<file path="src/rtl/debouncer_bank.sv">
// debouncer_bank: per-channel polarity fix, synchroniser, debounce counter
// with registered edge pulses, and an optional long-press detector.
// Channels are fully independent; only clk and reset are shared.
module debouncer_bank #(
   parameter int                  CHANNELS        = 4,
   parameter int                  DEBOUNCE_CYCLES = 1000000,
   parameter int                  SYNC_STAGES     = 2,
   parameter int                  LONG_CYCLES     = 0,
   parameter logic [CHANNELS-1:0] INVERT          = {CHANNELS{1'b0}}
) (
   input  logic                clk,
   input  logic                reset,
   input  logic [CHANNELS-1:0] noisy,
   output logic [CHANNELS-1:0] clean,
   output logic [CHANNELS-1:0] rise,
   output logic [CHANNELS-1:0] fall,
   output logic [CHANNELS-1:0] long_press,
   output logic [CHANNELS-1:0] held
);

   localparam int             CW      = $clog2(DEBOUNCE_CYCLES + 1);
   localparam logic [CW-1:0]  CNT_MAX = CW'(DEBOUNCE_CYCLES - 1);

   for (genvar i = 0; i < CHANNELS; i++) begin : g_ch
      logic [SYNC_STAGES-1:0] sync;
      logic                   s;
      logic [CW-1:0]          cnt;
      logic                   clean_q;
      logic                   rise_q;
      logic                   fall_q;
      logic                   change;
      logic                   expire;

      // Polarity-corrected input shifted through the synchroniser chain.
      always_ff @(posedge clk) begin
         if (reset) begin
            sync <= '0;
         end else begin
            sync <= {sync[SYNC_STAGES-2:0], noisy[i] ^ INVERT[i]};
         end
      end

      assign s      = sync[SYNC_STAGES-1];
      assign change = (s != clean_q);
      // The cycle in which the input has disagreed long enough to be accepted.
      assign expire = change && (cnt == CNT_MAX);

      // Debounce counter: any agreement with clean restarts the count.
      always_ff @(posedge clk) begin
         if (reset) begin
            cnt     <= '0;
            clean_q <= 1'b0;
            rise_q  <= 1'b0;
            fall_q  <= 1'b0;
         end else begin
            rise_q <= 1'b0;
            fall_q <= 1'b0;
            if (expire) begin
               cnt     <= '0;
               clean_q <= s;
               rise_q  <= s;
               fall_q  <= ~s;
            end else if (change) begin
               cnt <= cnt + CW'(1);
            end else begin
               cnt <= '0;
            end
         end
      end

      assign clean[i] = clean_q;
      assign rise[i]  = rise_q;
      assign fall[i]  = fall_q;

      if (LONG_CYCLES > 0) begin : g_hold
         localparam int            HW       = $clog2(LONG_CYCLES + 1);
         localparam logic [HW-1:0] HOLD_MAX = HW'(LONG_CYCLES - 1);

         logic [HW-1:0] hcnt;
         logic          held_q;
         logic          long_q;

         // Hold timer: counts while pressed and not yet held, saturates once
         // held; a falling clean edge wins over reaching the threshold.
         always_ff @(posedge clk) begin
            if (reset) begin
               hcnt   <= '0;
               held_q <= 1'b0;
               long_q <= 1'b0;
            end else begin
               long_q <= 1'b0;
               if (expire && clean_q) begin
                  hcnt   <= '0;
                  held_q <= 1'b0;
               end else if (clean_q && !held_q) begin
                  if (hcnt == HOLD_MAX) begin
                     held_q <= 1'b1;
                     long_q <= 1'b1;
                  end else begin
                     hcnt <= hcnt + HW'(1);
                  end
               end
            end
         end

         assign long_press[i] = long_q;
         assign held[i]       = held_q;
      end else begin : g_no_hold
         assign long_press[i] = 1'b0;
         assign held[i]       = 1'b0;
      end
   end

endmodule

</file>
<file path="config.mk">
export PLATFORM = sky130hd
export DESIGN_NAME = debouncer_bank
export DESIGN_NICKNAME = d
export VERILOG_FILES = /design/src/rtl/debouncer_bank.sv
export SDC_FILE = /design/constraint.sdc
export NUM_CORES = 1
export LEC_CHECK = 0
export ABC_CLOCK_PERIOD_IN_PS = 2800
export BUFFER_PORTS_ARGS = -buffer_cell sky130_fd_sc_hd__buf_2
export CAP_MARGIN = 30
export CORE_ASPECT_RATIO = 1.4
export CORE_MARGIN = 2
export CORE_UTILIZATION = 60
export CTS_CLUSTER_DIAMETER = 120
export DETAILED_ROUTE_END_ITERATION = 7
export GPL_TIMING_DRIVEN = 0
export PLACE_DENSITY = 0.88
export SYNTH_ARGS = -nofsm -noshare
export SYNTH_HDL_FRONTEND = slang
export SYNTH_SLANG_ARGS = --single-unit
</file>
<file path="constraint.sdc">
create_clock -name clk -period 2.8 [get_ports clk]
set_clock_uncertainty 0.15 [all_clocks]
set_input_delay 0.28 -clock clk [delete_from_list [all_inputs] [get_ports clk]]
set_output_delay 0.28 -clock clk [all_outputs]
set_load 0.02 [all_outputs]
</file>
Word-level counts from Yosys, hierarchy flattened
Index checks and enable logic that the tools add are counted.
{ "classes": {"add_sub_neg": 4, "eq_ne": 8, "n_bitwise": 12, "reduce_logical": 12} }
{ "ops": {"columns": ["cell", "n"], "rows": [
  ["adder 20 x 1 -> 20 bit (second input constant)", 4],
  ["equality test 20 bit (second input constant)", 4],
  ["NOT 1 bit", 12],
  ["OR reduction 3 bit", 4],
  ["OR reduction 2 bit", 4],
  ["logical AND 1 bit", 4],
  ["inequality test 1 bit", 4]
]} }
{ "word_totals": {"register_bits": 100, "input_bits": 6, "word_cells": 56} }

Depth between registers and ports, before layout
{ "logic_depth": {"word_depth": 4, "depth_mapped": 6, "ltp_nobuf": 5} }

Worst setup path after synthesis
OpenSTA, ideal clock, no wires.
{ "synth_timing": {"path_type": "reg2reg", "from": "reg g_ch[1].cnt[0]", "to": "reg g_ch[1].cnt[18]", "setup_time_ns": 0.073, "arrival_ns": 1.880, "t_required_ns": 2.577, "setup_slack_ns": 0.697, "path_stages_with_launch": 7, "path_buffers": 1, "synth_period_minus_slack_ns": 2.103, "path_cell_list": "dfxtp_1 -> ha_1 -> nand2_1 -> or4_1 -> buf_2 -> or4_1 -> a21oi_1"} }
{ "synth_between": {"elab_chain_len": 3, "word_cells_on_any_way": 4} }
{ "synth_lines": {"columns": ["item", "line", "text"], "rows": [
  ["start, declared", "27", "logic [CW-1:0] cnt;"],
  ["start signal, assigned", "64", "cnt <= cnt + CW'(1);"],
  ["parallel branches: the longest is 3 deep, another holds adder 20 x 1 -> 20 bit", null, null]
]} }
Parallel ways; which one is timed is not known.
A chain may end at the register's enable or synchronous reset.

Worst setup path after layout
{ "layout_timing": {"from": "reg g_ch[1].cnt[13]", "to": "reg g_ch[1].cnt[7]"} }
{ "layout_between": {"elab_chain_len": 3} }
{ "layout_lines": {"columns": ["item", "line", "text"], "rows": [
  ["equality test 20 bit", "46", "assign expire = change && (cnt == CNT_MAX);"],
  ["logical AND 1 bit", "46", null],
  ["OR reduction 3 bit (no line)", null, null]
]} }
Every way passes these cells.

==> impl_metrics.py <==
metrics = {
    "synth": {
        "yosysMostFrequentCell": "dfxtp_1",
        "postSynthAreaPerCell_um2": 8.63,
        "synthTopCellsByCount": "100 x dfxtp_1, 71 x nor2_1, 37 x xnor2_1, 36 x nand3_1, 27 x a21oi_1",
        "synth_edf_count": 0,
        "yosys.area_share.simple_pct": 29.8,
        "synth.mux.area_fraction_pct": 0,
        "synth_ff_type": "dfxtp_1",
        "synth_top_cell_area_share_pct": 45.4,
        "netlist_area_um2": 4410,
        "async_reset_ff_share_pct": 0,
        "syn_inst": 511,
        "synth_top_family_by_area": "simple AND/OR/NAND/NOR gates",
        "ys_types": 36,
        "synth_xor_xnor_area_share_pct": 10.5,
        "yosysTopAreaCell": "dfxtp_1",
        "yosysWarnings": 0,
        "synth.area.top_cells": "dfxtp_1 45%, xnor2_1 7.3%, nor2_1 6.0%",
        "yosys.area_share.adder_pct": 1.13,
        "synth_seq_area_share_pct": 45.4,
        "ys_ff_latch": 100,
        "synth_compound_area_share_pct": 7.12,
    },
    "drt": {
        "antenna_left": 0,
        "num_vias": 3610,
        "route.detailed.drc": 0,
        "wirelength_um": 8310,
        "viasPerCell": 5.55,
        "drt-pass1-iter-count": 4,
        "drt_iter0_markers": 215,
        "wl_per_cell_um": 12.8,
    },
    "timing": {
        "holdWs_ps": 21.5,
        "tightest_slew_ps": 756,
        "min_period_ps": 2530,
        "setup_viol": 0,
        "grt_setup_unrepaired": "false",
        "hold_viol": 0,
        "slew_headroom_pct": 49.3,
        "slew_violations": 0,
        "timing.fmax_ghz": 0.395,
        "fin_tns_setup_ps": 0,
        "final.period_utilization_pct": 90.3,
    },
    "final_layout": {
        "fin_util_pct": 68.0,
        "nets": 559,
        "syn_to_final_growth_pct": 11.4,
        "finalNonFillerCells": 651,
        "insertedDiodeCount": 0,
        "drive_gt1_share_pct": 11.4,
        "fillers": 585,
    },
    "die": {
        "io_pins": 26,
        "initial_utilization_pct": 61.1,
        "design.core.area_um2": 7220,
        "die_w_um": 76.5,
        "die_area_um2": 8060,
        "fp.dieH_um": 105,
        "row_count": 37,
    },
    "cts": {
        "clock-sinks": 100,
        "htree_levels": 3,
        "cts_made_buffers": 9,
        "cts_tree": "built",
        "cts-root-buf": "clkbuf_8",
        "insertion_delay_ps": 360,
        "ctsResizeCount": 0,
        "clk_path_buf_depth": 2,
        "cts.clk_slew.worst_paths_ps": 90,
    },
    "setup_path": {
        "critical_path.max_stage_delay_ps": 650,
        "reg2reg_depth": 5,
        "worstSetupEndpointType": "register",
        "crit_chain": "nor4b_1 > nand4_1 > o21ai_1 > clkbuf_1 > nor2_1",
        "crit_path_top_delay_cell": "o21ai_1",
        "crit_arrival_ps": 2620,
        "worstPathMaxFanout": 10,
        "crit_type": "reg2reg",
        "cp_num_cells": 5,
        "start_kind": "register",
        "critPathTopFamily": "simple AND/OR/NAND/NOR gates",
        "cp_num_buf_inv": 1,
        "cp_data_required_time_ps": 2890,
    },
    "global_route": {
        "grt_pass1_wl_um": 14300,
        "grt_max_degree": 17,
        "antenna_found_initial": 0,
        "grt-ovfl-total": 0,
        "grt_pass1_vias": 3336,
        "track_usage_pct": 21.7,
    },
    "power_and_ir_drop": {
        "ir_drop_mv": 0.315,
        "p_leak_uw": 0.00153,
        "powerDensity_nw_per_um2": 521,
    },
    "run": {
        "maxCapViolations": 0,
    },
    "hold_path": {
        "worstHoldPathType": "in2reg",
        "hold_depth": 2,
    },
    "placement": {
        "hpwl_um": 6030,
        "place_congestion": 0.820,
        "placedCellCount": 632,
        "portBuffers": 17,
    },
    "run_status": {
        "status": "complete, no violations",
    },
}
[per-stage QoR]
step	total power [µW]	setup slack [ps]	cell area, µm²
global route	2640	4.60	4910
floorplan	1500	697	4440
detailed placement	1510	351	4640
global placement	1510	371	4640
finish	2560	271	4910
CTS	2570	329	4910
[worst register-to-register path: cells and delay by family, from the launching register on]
family / cells / cell delay [ps]
AO/OA/AOI/OAI: 1 / 650
AND/OR/NAND/NOR: 3 / 820
buffers and inverters: 1 / 420
flip-flops: 1 / 370
[path summary, 6_finish.rpt]
path	startpoint	to	slack [ps]
max	g_ch[1].cnt[13]	g_ch[1].cnt[7]	270
min	noisy[3]	g_ch[3].sync[0]	20
max reg2reg	g_ch[1].cnt[13]	g_ch[1].cnt[7]	270
min reg2reg	g_ch[1].sync[0]	g_ch[1].sync[1]	290
[where the power goes]
group          leakage, µW  internal [µW]  switching [µW]  total [µW]
clock             0.000115            590             485        1070
combinational     0.000610           20.5            31.1        51.6
sequential        0.000807           1430            5.30        1430
[state kept, by name (all words and copies together) (netlist names)]
signal,count
g_ch.cnt,80
g_ch.sync,8
g_ch.clean_q,4
g_ch.fall_q,4
g_ch.rise_q,4
[metal layers]
| layer | vias to the layer above | global-route usage [%] | part of all wire, % |
|---|---|---|---|
| met5 | - | 0 | 0 |
| met4 | 0 | 10.3 | 1.9 |
| met3 | 15 | 4.62 | 3.2 |
| met2 | 70 | 38.0 | 52 |
| met1 | 1694 | 25.2 | 43 |
| li1 | 1831 | - | - |
[kinds of logic after synthesis]
logic type,count (synthesis)
AO/OA/AOI/OAI,58
XOR/XNOR,53
adder cells (fa/ha/maj),4
buffers and inverters,49
flip-flops,100
other,1
AND/OR/NAND/NOR,246
[cell usage in the layout (no fill, tap or decap), types with 2 or more instances in the layout]
master,count
dlygate4sd3_1,3
clkinv_2,2
nand2_1,25
ha_1,4
a21oi_1,27
and2_1,7
nor2b_1,8
and3_1,7
o21ai_1,4
or4_1,15
o21ai_0,18
inv_1,17
dfxtp_1,100
or2_2,3
buf_2,19
nand3_1,36
nor2_1,71
nor4_1,16
or3_1,15
nor4b_1,10
o31ai_1,7
clkbuf_8,9
and4_1,2
xnor2_1,37
buf_4,20
nand4_1,15
nor3_1,10
conb_1,8
clkinvlp_4,2
xor2_1,16
clkbuf_1,9
bufinv_16,3
[final cells by class]
class	count	area [µm²]	area share (%)
Clock inverter	7	115	2.34
Multi-Input combinational cell	369	2170	44.2
Clock buffer	9	124	2.52
Buffer	32	199	4.05
Tap cell	97	121	2.47
Inverter	17	63.8	1.30
Timing Repair Buffer	20	115	2.34
Sequential cell	100	2000	40.8
[repair_timing]
action,in CTS,in global routing
hold buffers,3,0
endpoints found under the setup margin,0,0
buffers inserted,0,0
endpoints found under the hold margin,3,0
Power figures use the tool's default switching activity.
